File: src/rtl/veerwolf_sevseg_fmt.sv
// rtl/veerwolf_sevseg_fmt.sv - Wishbone number formatter driving four 7-segment digits
// Optional leading-zero blanking is compiled in with `SEVSEG_LZB_EN.
module veerwolf_sevseg_fmt (
  input  logic        i_clk,
  input  logic        i_rst,
  input  logic [3:0]  i_wb_adr,
  input  logic [31:0] i_wb_dat,
  input  logic [3:0]  i_wb_sel,
  input  logic        i_wb_we,
  input  logic        i_wb_cyc,
  input  logic        i_wb_stb,
  output logic [31:0] o_wb_rdt,
  output logic        o_wb_ack,
  output logic [6:0]  o_seg_digit0,
  output logic [6:0]  o_seg_digit1,
  output logic [6:0]  o_seg_digit2,
  output logic [6:0]  o_seg_digit3,
  output logic        o_busy
);

  typedef enum logic [1:0] {S_IDLE, S_SHIFT, S_ENCODE} state_t;

  state_t      state_q, state_d;
  logic [3:0]  cnt_q, cnt_d;
  logic [15:0] bcd_q, bcd_d;
  logic [13:0] bin_q, bin_d;
  logic [27:0] seg_q, seg_d;
  logic        ovf_q, ovf_d;
  logic [15:0] value_q;
  logic        mode_q, lat_mode_q, drop_q, ack_q;
  logic        blank_bit, lat_blank;
  logic [31:0] rdt_q, rd_mux;
  logic        reg_we, wr_value, wr_ctrl, idle, accept, drop_set;
  logic [15:0] nib, adj;
  logic [3:0]  lz;
  logic        unused_bits;

  function automatic logic [6:0] seg_decode(input logic [3:0] n);
    case (n)
      4'h0: seg_decode = 7'h40;  4'h1: seg_decode = 7'h79;
      4'h2: seg_decode = 7'h24;  4'h3: seg_decode = 7'h30;
      4'h4: seg_decode = 7'h19;  4'h5: seg_decode = 7'h12;
      4'h6: seg_decode = 7'h02;  4'h7: seg_decode = 7'h78;
      4'h8: seg_decode = 7'h00;  4'h9: seg_decode = 7'h10;
      4'hA: seg_decode = 7'h08;  4'hB: seg_decode = 7'h03;
      4'hC: seg_decode = 7'h46;  4'hD: seg_decode = 7'h21;
      4'hE: seg_decode = 7'h06;  default: seg_decode = 7'h0E;
    endcase
  endfunction

  assign unused_bits = ^{i_wb_adr[1:0], i_wb_sel[3:2], i_wb_dat[31:16]};

  assign idle     = (state_q == S_IDLE);
  assign reg_we   = i_wb_cyc & i_wb_stb & i_wb_we & ~ack_q;
  assign wr_value = reg_we & (i_wb_adr[3:2] == 2'd0);
  assign wr_ctrl  = reg_we & (i_wb_adr[3:2] == 2'd1);
  assign accept   = wr_value & idle & (&i_wb_sel[1:0]);
  assign drop_set = wr_value & ~idle;

  // Double-dabble correction: every BCD nibble >= 5 gets +3 before the shift
  always_comb begin
    adj = bcd_q;
    for (int i = 0; i < 4; i++)
      if (bcd_q[4*i +: 4] >= 4'd5) adj[4*i +: 4] = bcd_q[4*i +: 4] + 4'd3;
  end

  assign nib = lat_mode_q ? value_q : bcd_q;

`ifdef SEVSEG_LZB_EN
  logic blank_q, lat_blank_q;
  assign blank_bit = blank_q;
  assign lat_blank = lat_blank_q;
  always_comb begin
    lz    = 4'b0;
    lz[3] = lat_blank & (nib[15:12] == 4'd0);
    lz[2] = lz[3] & (nib[11:8] == 4'd0);
    lz[1] = lz[2] & (nib[7:4] == 4'd0);
  end
  always_ff @(posedge i_clk) begin
    if (i_rst) begin
      blank_q     <= 1'b0;
      lat_blank_q <= 1'b0;
    end else begin
      if (wr_ctrl & i_wb_sel[0]) blank_q <= i_wb_dat[1];
      if (accept) lat_blank_q <= blank_q;
    end
  end
`else
  assign blank_bit = 1'b0;
  assign lat_blank = 1'b0;
  assign lz        = 4'b0;
`endif

  always_comb begin
    state_d = state_q;
    cnt_d   = cnt_q;
    bcd_d   = bcd_q;
    bin_d   = bin_q;
    seg_d   = seg_q;
    ovf_d   = ovf_q;
    case (state_q)
      S_IDLE: begin
        if (accept) begin
          bin_d   = i_wb_dat[13:0];
          bcd_d   = 16'd0;
          cnt_d   = 4'd0;
          state_d = mode_q ? S_ENCODE : S_SHIFT;
        end
      end
      S_SHIFT: begin
        {bcd_d, bin_d} = {adj[14:0], bin_q, 1'b0};
        cnt_d = cnt_q + 4'd1;
        if (cnt_q == 4'd13) state_d = S_ENCODE;
      end
      S_ENCODE: begin
        ovf_d = ~lat_mode_q & (value_q > 16'd9999);
        if (ovf_d) seg_d = {4{7'h3F}};
        else
          for (int i = 0; i < 4; i++)
            seg_d[7*i +: 7] = lz[i] ? 7'h7F : seg_decode(nib[4*i +: 4]);
        state_d = S_IDLE;
      end
      default: state_d = S_IDLE;
    endcase
  end

  always_comb begin
    rd_mux = 32'd0;
    case (i_wb_adr[3:2])
      2'd0: rd_mux = {16'd0, value_q};
      2'd1: rd_mux = {21'd0, ovf_q, drop_q, ~idle, 6'd0, blank_bit, mode_q};
      2'd2: rd_mux = {4'd0, seg_q};
      default: rd_mux = 32'd0;
    endcase
  end

  always_ff @(posedge i_clk) begin
    if (i_rst) begin
      state_q    <= S_IDLE;
      cnt_q      <= 4'd0;
      bcd_q      <= 16'd0;
      bin_q      <= 14'd0;
      seg_q      <= {28{1'b1}};
      ovf_q      <= 1'b0;
      value_q    <= 16'd0;
      mode_q     <= 1'b0;
      lat_mode_q <= 1'b0;
      drop_q     <= 1'b0;
      ack_q      <= 1'b0;
      rdt_q      <= 32'd0;
    end else begin
      state_q <= state_d;
      cnt_q   <= cnt_d;
      bcd_q   <= bcd_d;
      bin_q   <= bin_d;
      seg_q   <= seg_d;
      ovf_q   <= ovf_d;
      ack_q   <= i_wb_cyc & i_wb_stb & ~ack_q;
      if (i_wb_cyc & i_wb_stb & ~ack_q) rdt_q <= rd_mux;
      if (accept) begin
        value_q    <= i_wb_dat[15:0];
        lat_mode_q <= mode_q;
      end
      if (wr_ctrl & i_wb_sel[0]) mode_q <= i_wb_dat[0];
      // A drop in the same cycle as a W1C clear keeps DROP set
      if (drop_set) drop_q <= 1'b1;
      else if (wr_ctrl & i_wb_sel[1] & i_wb_dat[9]) drop_q <= 1'b0;
    end
  end

  assign o_wb_rdt     = rdt_q;
  assign o_wb_ack     = ack_q;
  assign o_busy       = ~idle;
  assign o_seg_digit0 = seg_q[6:0];
  assign o_seg_digit1 = seg_q[13:7];
  assign o_seg_digit2 = seg_q[20:14];
  assign o_seg_digit3 = seg_q[27:21];

endmodule

File: config.mk
export PLATFORM = sky130hd
export DESIGN_NAME = veerwolf_sevseg_fmt
export DESIGN_NICKNAME = d
export VERILOG_FILES = /design/src/rtl/veerwolf_sevseg_fmt.sv
export SDC_FILE = /design/constraint.sdc
export NUM_CORES = 1
export LEC_CHECK = 0
export CAP_MARGIN = 20
export CORE_MARGIN = 2
export CORE_UTILIZATION = 35
export DETAILED_ROUTE_END_ITERATION = 8
export GPL_TIMING_DRIVEN = 0
export PLACE_DENSITY = 0.55
export SYNTH_ARGS = -nofsm -noshare
export SYNTH_HDL_FRONTEND = slang
export SYNTH_SLANG_ARGS = --single-unit
File: constraint.sdc
create_clock -name i_clk -period 2.6 [get_ports i_clk]
set_input_delay 0.78 -clock i_clk [delete_from_list [all_inputs] [get_ports i_clk]]
set_output_delay 0.78 -clock i_clk [all_outputs]
set_load 0.02 [all_outputs]
# ---- After elaboration in Yosys (flattened, before gate mapping)
# Memory sizes are Yosys's and may differ from the RTL's.
# Index checks and enable logic that the tools add are counted.
dict set report totals {
  register_bits 117
  romBits 448
  input_bits 45
  out_inout_bits 62
  wordCells 75
  mem_count 4
}
dict set report op_classes {
  add_sub_neg 5
  n_lt_le_gt_ge 5
  n_eq_ne 7
  mux 19
  bitwise 16
  n_reduce_logical 7
}
# name words width read_ports rd_clocked_by_memory_dff wr line
set mem_list {}
lappend mem_list {{(name not given)} 16 7 1 0 0 39} ;# case (n)
lappend mem_list {{(name not given)} 16 7 1 0 0 39}
lappend mem_list {{(name not given)} 16 7 1 0 0 39}
lappend mem_list {{(name not given)} 16 7 1 0 0 39}
# operator n
set ops {}
lappend ops {{$pmux W28 S3} 1}
lappend ops {{$mux W16} 2}
lappend ops {{$pmux W16 S2} 1}
lappend ops {{$mux W28} 1}
lappend ops {{$pmux W14 S2} 1}
lappend ops {{$ge A4 B3 Y1 const B} 4}
lappend ops {{$gt A16 B14 Y1 const B} 1}
lappend ops {{$mux W4} 4}
lappend ops {{$mux W14} 1}
lappend ops {{$and A1 B1 Y1} 13}
lappend ops {{$add A4 B2 Y4 const B} 3}
lappend ops {{$pmux W4 S2} 1}
lappend ops {{$mux W2} 3}
lappend ops {{$reduce_and A2 Y1} 3}
lappend ops {{$add A4 B1 Y4 const B} 1}
lappend ops {{$eq A2 B1 Y1 const B} 2}
lappend ops {{$eq A2 B2 Y1 const B} 2}
lappend ops {{$eq A4 B4 Y1 const B} 1}
lappend ops {{$logic_not A2 Y1} 2}
lappend ops {{$pmux W2 S2} 1}
lappend ops {{$reduce_bool A2 Y1} 2}
lappend ops {{$add A3 B2 Y3 const B} 1}
lappend ops {{$mux W3} 1}
lappend ops {{$not A1 Y1} 3}
lappend ops {{3 further kinds} 4}

# ---- Longest topological paths before layout
dict set report depth {
  ltp_word 8
  ltp_mapped 10
  depth_no_buf 8
}

# ---- Least setup slack after synthesis
# OpenSTA, ideal clock, no wires.
dict set report synth_timing {
  path_type {register to register}
  startpoint {register lat_mode_q}
  endpoint {register seg_q[13]}
  setup_ns 0.122
  arrival_ns 1.901
  t_required_ns 2.478
  setup_slack_ns 0.577
  stages_incl_launch_ff 9
  n_path_buf 2
  synth_period_minus_slack_ns 2.023
  path_cell_list {dfxtp_1 -> buf_6 -> buf_12 -> mux2i_1 -> inv_1 -> ha_1 -> mux2i_1 -> o22ai_1 -> a221o_1}
}
dict set report synth_between {
  elab_chain_len 3
  word_cells_on_any_way 5
  cone_classes {mux: 2; bitwise: 2; memory: 1}
}
# element line
set synth_lines {}
lappend synth_lines {{start, declared} 30} ;# logic mode_q, lat_mode_q, drop_q, ack_q;
lappend synth_lines {{start signal, assigned} 162} ;# lat_mode_q <= mode_q;
lappend synth_lines {{$mux W16 / $not A1 Y1 (equally long branches)} {67, 116}}
lappend synth_lines {{$mem_v2 Z16 W7 / $and A1 B1 Y1 (equally long branches)} n/a}
lappend synth_lines {{$mux W28 (*)} 117} ;# if (ovf_d) seg_d = {4{7'h3F}};
lappend synth_lines {{end signal, assigned} 143} ;# seg_q <= {28{1'b1}};
lappend synth_lines {{end signal, assigned} 156} ;# seg_q <= seg_d;
lappend synth_lines {{end, declared} 27} ;# logic [27:0] seg_q, seg_d;
# Every way passes the cells marked *; elsewhere a longest branch is shown, timed or not.
# A chain may end at the register's enable or synchronous reset.

# ---- Worst setup path in the final report
dict set report layout_timing {
  startpoint {register state_q[1]}
  endpoint {output o_busy}
}
dict set report layout_between {
  elab_chain_len 2
}
# element line
set layout_lines {}
lappend layout_lines {{start, declared} 23} ;# state_t state_q, state_d;
lappend layout_lines {{start signal, assigned} 152} ;# state_q <= state_d;
lappend layout_lines {{$logic_not A2 Y1} 53} ;# assign idle = (state_q == S_IDLE);
lappend layout_lines {{$not A1 Y1} 173} ;# assign o_busy = ~idle;
lappend layout_lines {{end, declared} 18} ;# output logic o_busy
# No other way between the ends.

==> flow_metrics.env <==
export IMPL_pre_cts_slack_ps=-176.3
export IMPL_drt_pass1_iter_count=5
export IMPL_grt_overflow_total=0
export IMPL_drcViolationCount=0
export IMPL_nets=869
export IMPL_synth_largest_area_cell="dfxtp_1"
export IMPL_crit_type="reg2out"
export IMPL_synthAdderAreaFrac_pct=7.122
export IMPL_grt_pass1_vias=5166
export IMPL_r2r_start="lat_mode_q"
export IMPL_tightestPinTransition_ps=907.8
export IMPL_start_kind="flip-flop"
export IMPL_whs_endpoint="bin_q[0]"
export IMPL_status="finished clean"
export IMPL_antenna_found_initial=0
export IMPL_hold_start="bin_q[0]"
export IMPL_slew_headroom_pct=39.35
export IMPL_start_util_pct=35.89
export IMPL_die_w_um=134.6
export IMPL_finalWeightedCongestion=0.8852
export IMPL_synth_seq_area_share_pct=37.87
export IMPL_finalCritPeriodShare_pct=95.24
export IMPL_drt_total_wl_um=18160
export IMPL_ant_nets=0
export IMPL_yosys_area_share_simple_pct=18.16
export IMPL_post_drt_wl_per_cell_um=17.75
export IMPL_ctsHtreeMaxLevel=4
export IMPL_dr_first_iter_drc_count=337
export IMPL_crit_fanout=7
export IMPL_timing_rr_end="seg_q[13]"
export IMPL_reg2reg_depth=8
export IMPL_die_h_um=134.6
export IMPL_grt_pass1_wl_um=28440
export IMPL_holdPathStages=2
export IMPL_synth_cell_types=56
export IMPL_rsz0062_at_grt="no"
export IMPL_dp_hpwl_um=13680
export IMPL_drive_above_1_share_pct=10.09
export IMPL_post_cts_buffers=0
export IMPL_numCtsBuffers=17
export IMPL_yosysTopAreaCellShare_pct=37.87
export IMPL_syn2layout_area_growth_pct=28.84
export IMPL_die_area_um2=18130
export IMPL_synth_area_um2=5973
export IMPL_row_count=47
export IMPL_port_buffers=80
export IMPL_synth_compound_area_share_pct=18.52
export IMPL_grt_max_degree=17
export IMPL_r2r_slack_ps=200
export IMPL_required_ps=1820
export IMPL_via_per_inst=5.291
export IMPL_track_usage_pct=20.46
export IMPL_core_um2=16640
export IMPL_clock_root_buffer="clkbuf_16"
export IMPL_ir_worst_vdd_mv=0.4475
export IMPL_arrival_ps=1700
export IMPL_synth_edf_count=0
export IMPL_clock_latency_ps=420
export IMPL_post_route_worst_setup_slack_ps=123.7
export IMPL_tritoncts="yes"
export IMPL_boundaryPins=107
export IMPL_fin_tns_setup_ps=0
export IMPL_cts_resized=0
export IMPL_powerDensity_nw_per_um2=583.6
export IMPL_finalSetupViolCount=0
export IMPL_async_flop_share_pct=0
export IMPL_synthFlopType="dfxtp_1"
export IMPL_cap_violations=0
export IMPL_clk_pin_slew_ps=50
export IMPL_min_path_type="reg2reg"
export IMPL_synth_area_per_cell_um2=8.682
export IMPL_slew_viol_final=0
export IMPL_power_total_mw=4.491
export IMPL_final_setup_skew_ps=7.812
export IMPL_synth_area_mux_share_pct=9.887
export IMPL_n_antenna_cell=0
export IMPL_fin_crit_ps=2476
export IMPL_endpoint_kind="primary output"
export IMPL_clock_sinks=113
export IMPL_hold_viol_final=0
export IMPL_synth_xor_area_share_pct=2.346
export IMPL_syn_instance_count=688
export IMPL_cts_path_max_buffers=2
export IMPL_ys_ff_latch=113
export IMPL_vias=5413
export IMPL_ctsHoldBuffers=0
export IMPL_leakagePower_nw=2.972
export IMPL_synth_area_leaders="dfxtp_1, ha_1, mux2i_1"
export IMPL_synth_top_family_by_area="compound AO/OA/AOI/OAI gates"
export IMPL_fmaxAchievable_mhz=403.8
export IMPL_ys_warnings_count=0
==> final cells by class <==
class / count / area, um^2
fill: 1604 / 8946
multi-input combinational: 509 / 3362
clock buffer: 24 / 511.7
sequential: 113 / 2262
inverter: 17 / 63.81
clock inverter: 8 / 123.9
timing repair buffer: 80 / 800.8
tap: 220 / 275.3
buffer: 52 / 296.5
==> power by group <==
| part | total (mW) | internal (mW) | switching, mW | leakage (nW) |
|---|---|---|---|---|
| Combinational | 0.239 | 0.103 | 0.135 | 1.75 |
| Sequential | 1.77 | 1.75 | 0.0133 | 0.914 |
| Clock | 2.49 | 1.66 | 0.829 | 0.308 |
| Total | 4.49 | 3.51 | 0.978 | 2.97 |
==> per-stage QoR <==
| stage | hold slack (ps) | util (%) | std cells | cell area, um^2 |
|---|---|---|---|---|
| 6_report | 464.8 | 46.24 | 1023 | 7696 |
| 3_5_place_dp | 457.0 | 42.43 | 991 | 7061 |
| 3_3_place_gp | 447.2 | 42.43 | 991 | 7061 |
| 5_1_grt | 482.5 | 46.24 | 1023 | 7696 |
| 4_1_cts | 464.5 | 46.24 | 1023 | 7696 |
| 2_1_floorplan | 432.2 | - | 691 | 5984 |
==> how the worst max path moves through the flow <==
stage                           end        from  slack, ps  cells after the start
after floorplan           seg_q[13]  lat_mode_q        580                      8
after global placement     cnt_q[1]    i_wb_stb       -160                      7
after detailed placement  bcd_q[12]    i_wb_stb       -180                      7
after CTS                    o_busy  state_q[1]        110                      2
after global routing      seg_q[16]  lat_mode_q         40                      8
final                        o_busy  state_q[1]        120                      2
==> sequential cells by signal, indices dropped and copies added, names as in the netlist, 2 cells and up <==
signal / cells
bin_q: 14
seg_q: 28
o_wb_rdt: 28
bcd_q: 16
cnt_q: 4
state_q: 2
value_q: 16
==> kinds of logic after synthesis <==
| logic type | after synthesis |
|---|---|
| xor gates and xnor gates | 16 |
| DFF | 113 |
| buffers and inverters | 69 |
| adders and majority gates | 34 |
| other | 1 |
| AOI/OAI and AO/OA | 171 |
| and+or+nand+nor | 232 |
| muxes | 52 |
==> worst max-delay path: stages, from the launching register on <==
cell             delay, ps
dfxtp_1                380
or2_2                  350
clkdlybuf4s50_1        550
==> layout by cell type, fill, tap and decap left out, types with 6 or more instances in the layout <==
cell / synthesis / final
a21oi_1: 59 / 59
a22o_1: 14 / 14
a31oi_1: 22 / 22
buf_2: 14 / 14
buf_4: 8 / 8
clkbuf_1: 23 / 24
clkbuf_16: 0 / 17
clkbuf_8: 0 / 6
clkdlybuf4s50_1: 0 / 80
dfxtp_1: 113 / 113
ha_1: 34 / 34
inv_1: 16 / 16
mux2i_1: 41 / 41
nand2_1: 90 / 90
nand2b_1: 10 / 10
nand3_1: 28 / 28
nor2_1: 47 / 47
nor3_1: 27 / 27
o21ai_0: 23 / 23
o22a_1: 13 / 13
o22ai_1: 9 / 9
xor2_1: 12 / 12
==> synthesized netlist by cell type, drive strengths merged, types with 2 or more instances <==
| cell type | number |
|---|---|
| o2111ai | 2 |
| a21oi | 61 |
| a31oi | 22 |
| nor3 | 27 |
| a22o | 14 |
| nor2b | 3 |
| a221o | 4 |
| o21a | 3 |
| nand4 | 4 |
| nand2b | 11 |
| o22a | 13 |
| clkbuf | 23 |
| o311ai | 4 |
| mux2i | 48 |
| nand2 | 90 |
| ha | 34 |
| xor2 | 12 |
| buf | 29 |
| xnor2 | 4 |
| nor2 | 48 |
| dfxtp | 113 |
| nor4 | 3 |
| or2 | 6 |
| and2 | 4 |
| o21ai | 25 |
| inv | 17 |
| o22ai | 9 |
| mux2 | 4 |
| nand3b | 4 |
| a211oi | 5 |
| a22oi | 4 |
| nand3 | 28 |
| o32ai | 3 |
==> metal layers <==
metal / global-route usage (%) / part of all wire, % / vias to the layer above / routed length, um
met5: 0 / 0 / - / 0
met3: 4.392 / 3.7 / 27 / 665
li1: - / - / 2649 / -
met4: 6.959 / 1.7 / 0 / 309
met2: 32.57 / 47 / 122 / 8458
met1: 27.51 / 48 / 2615 / 8721
Note: power is estimated with default switching activity, not from simulation.
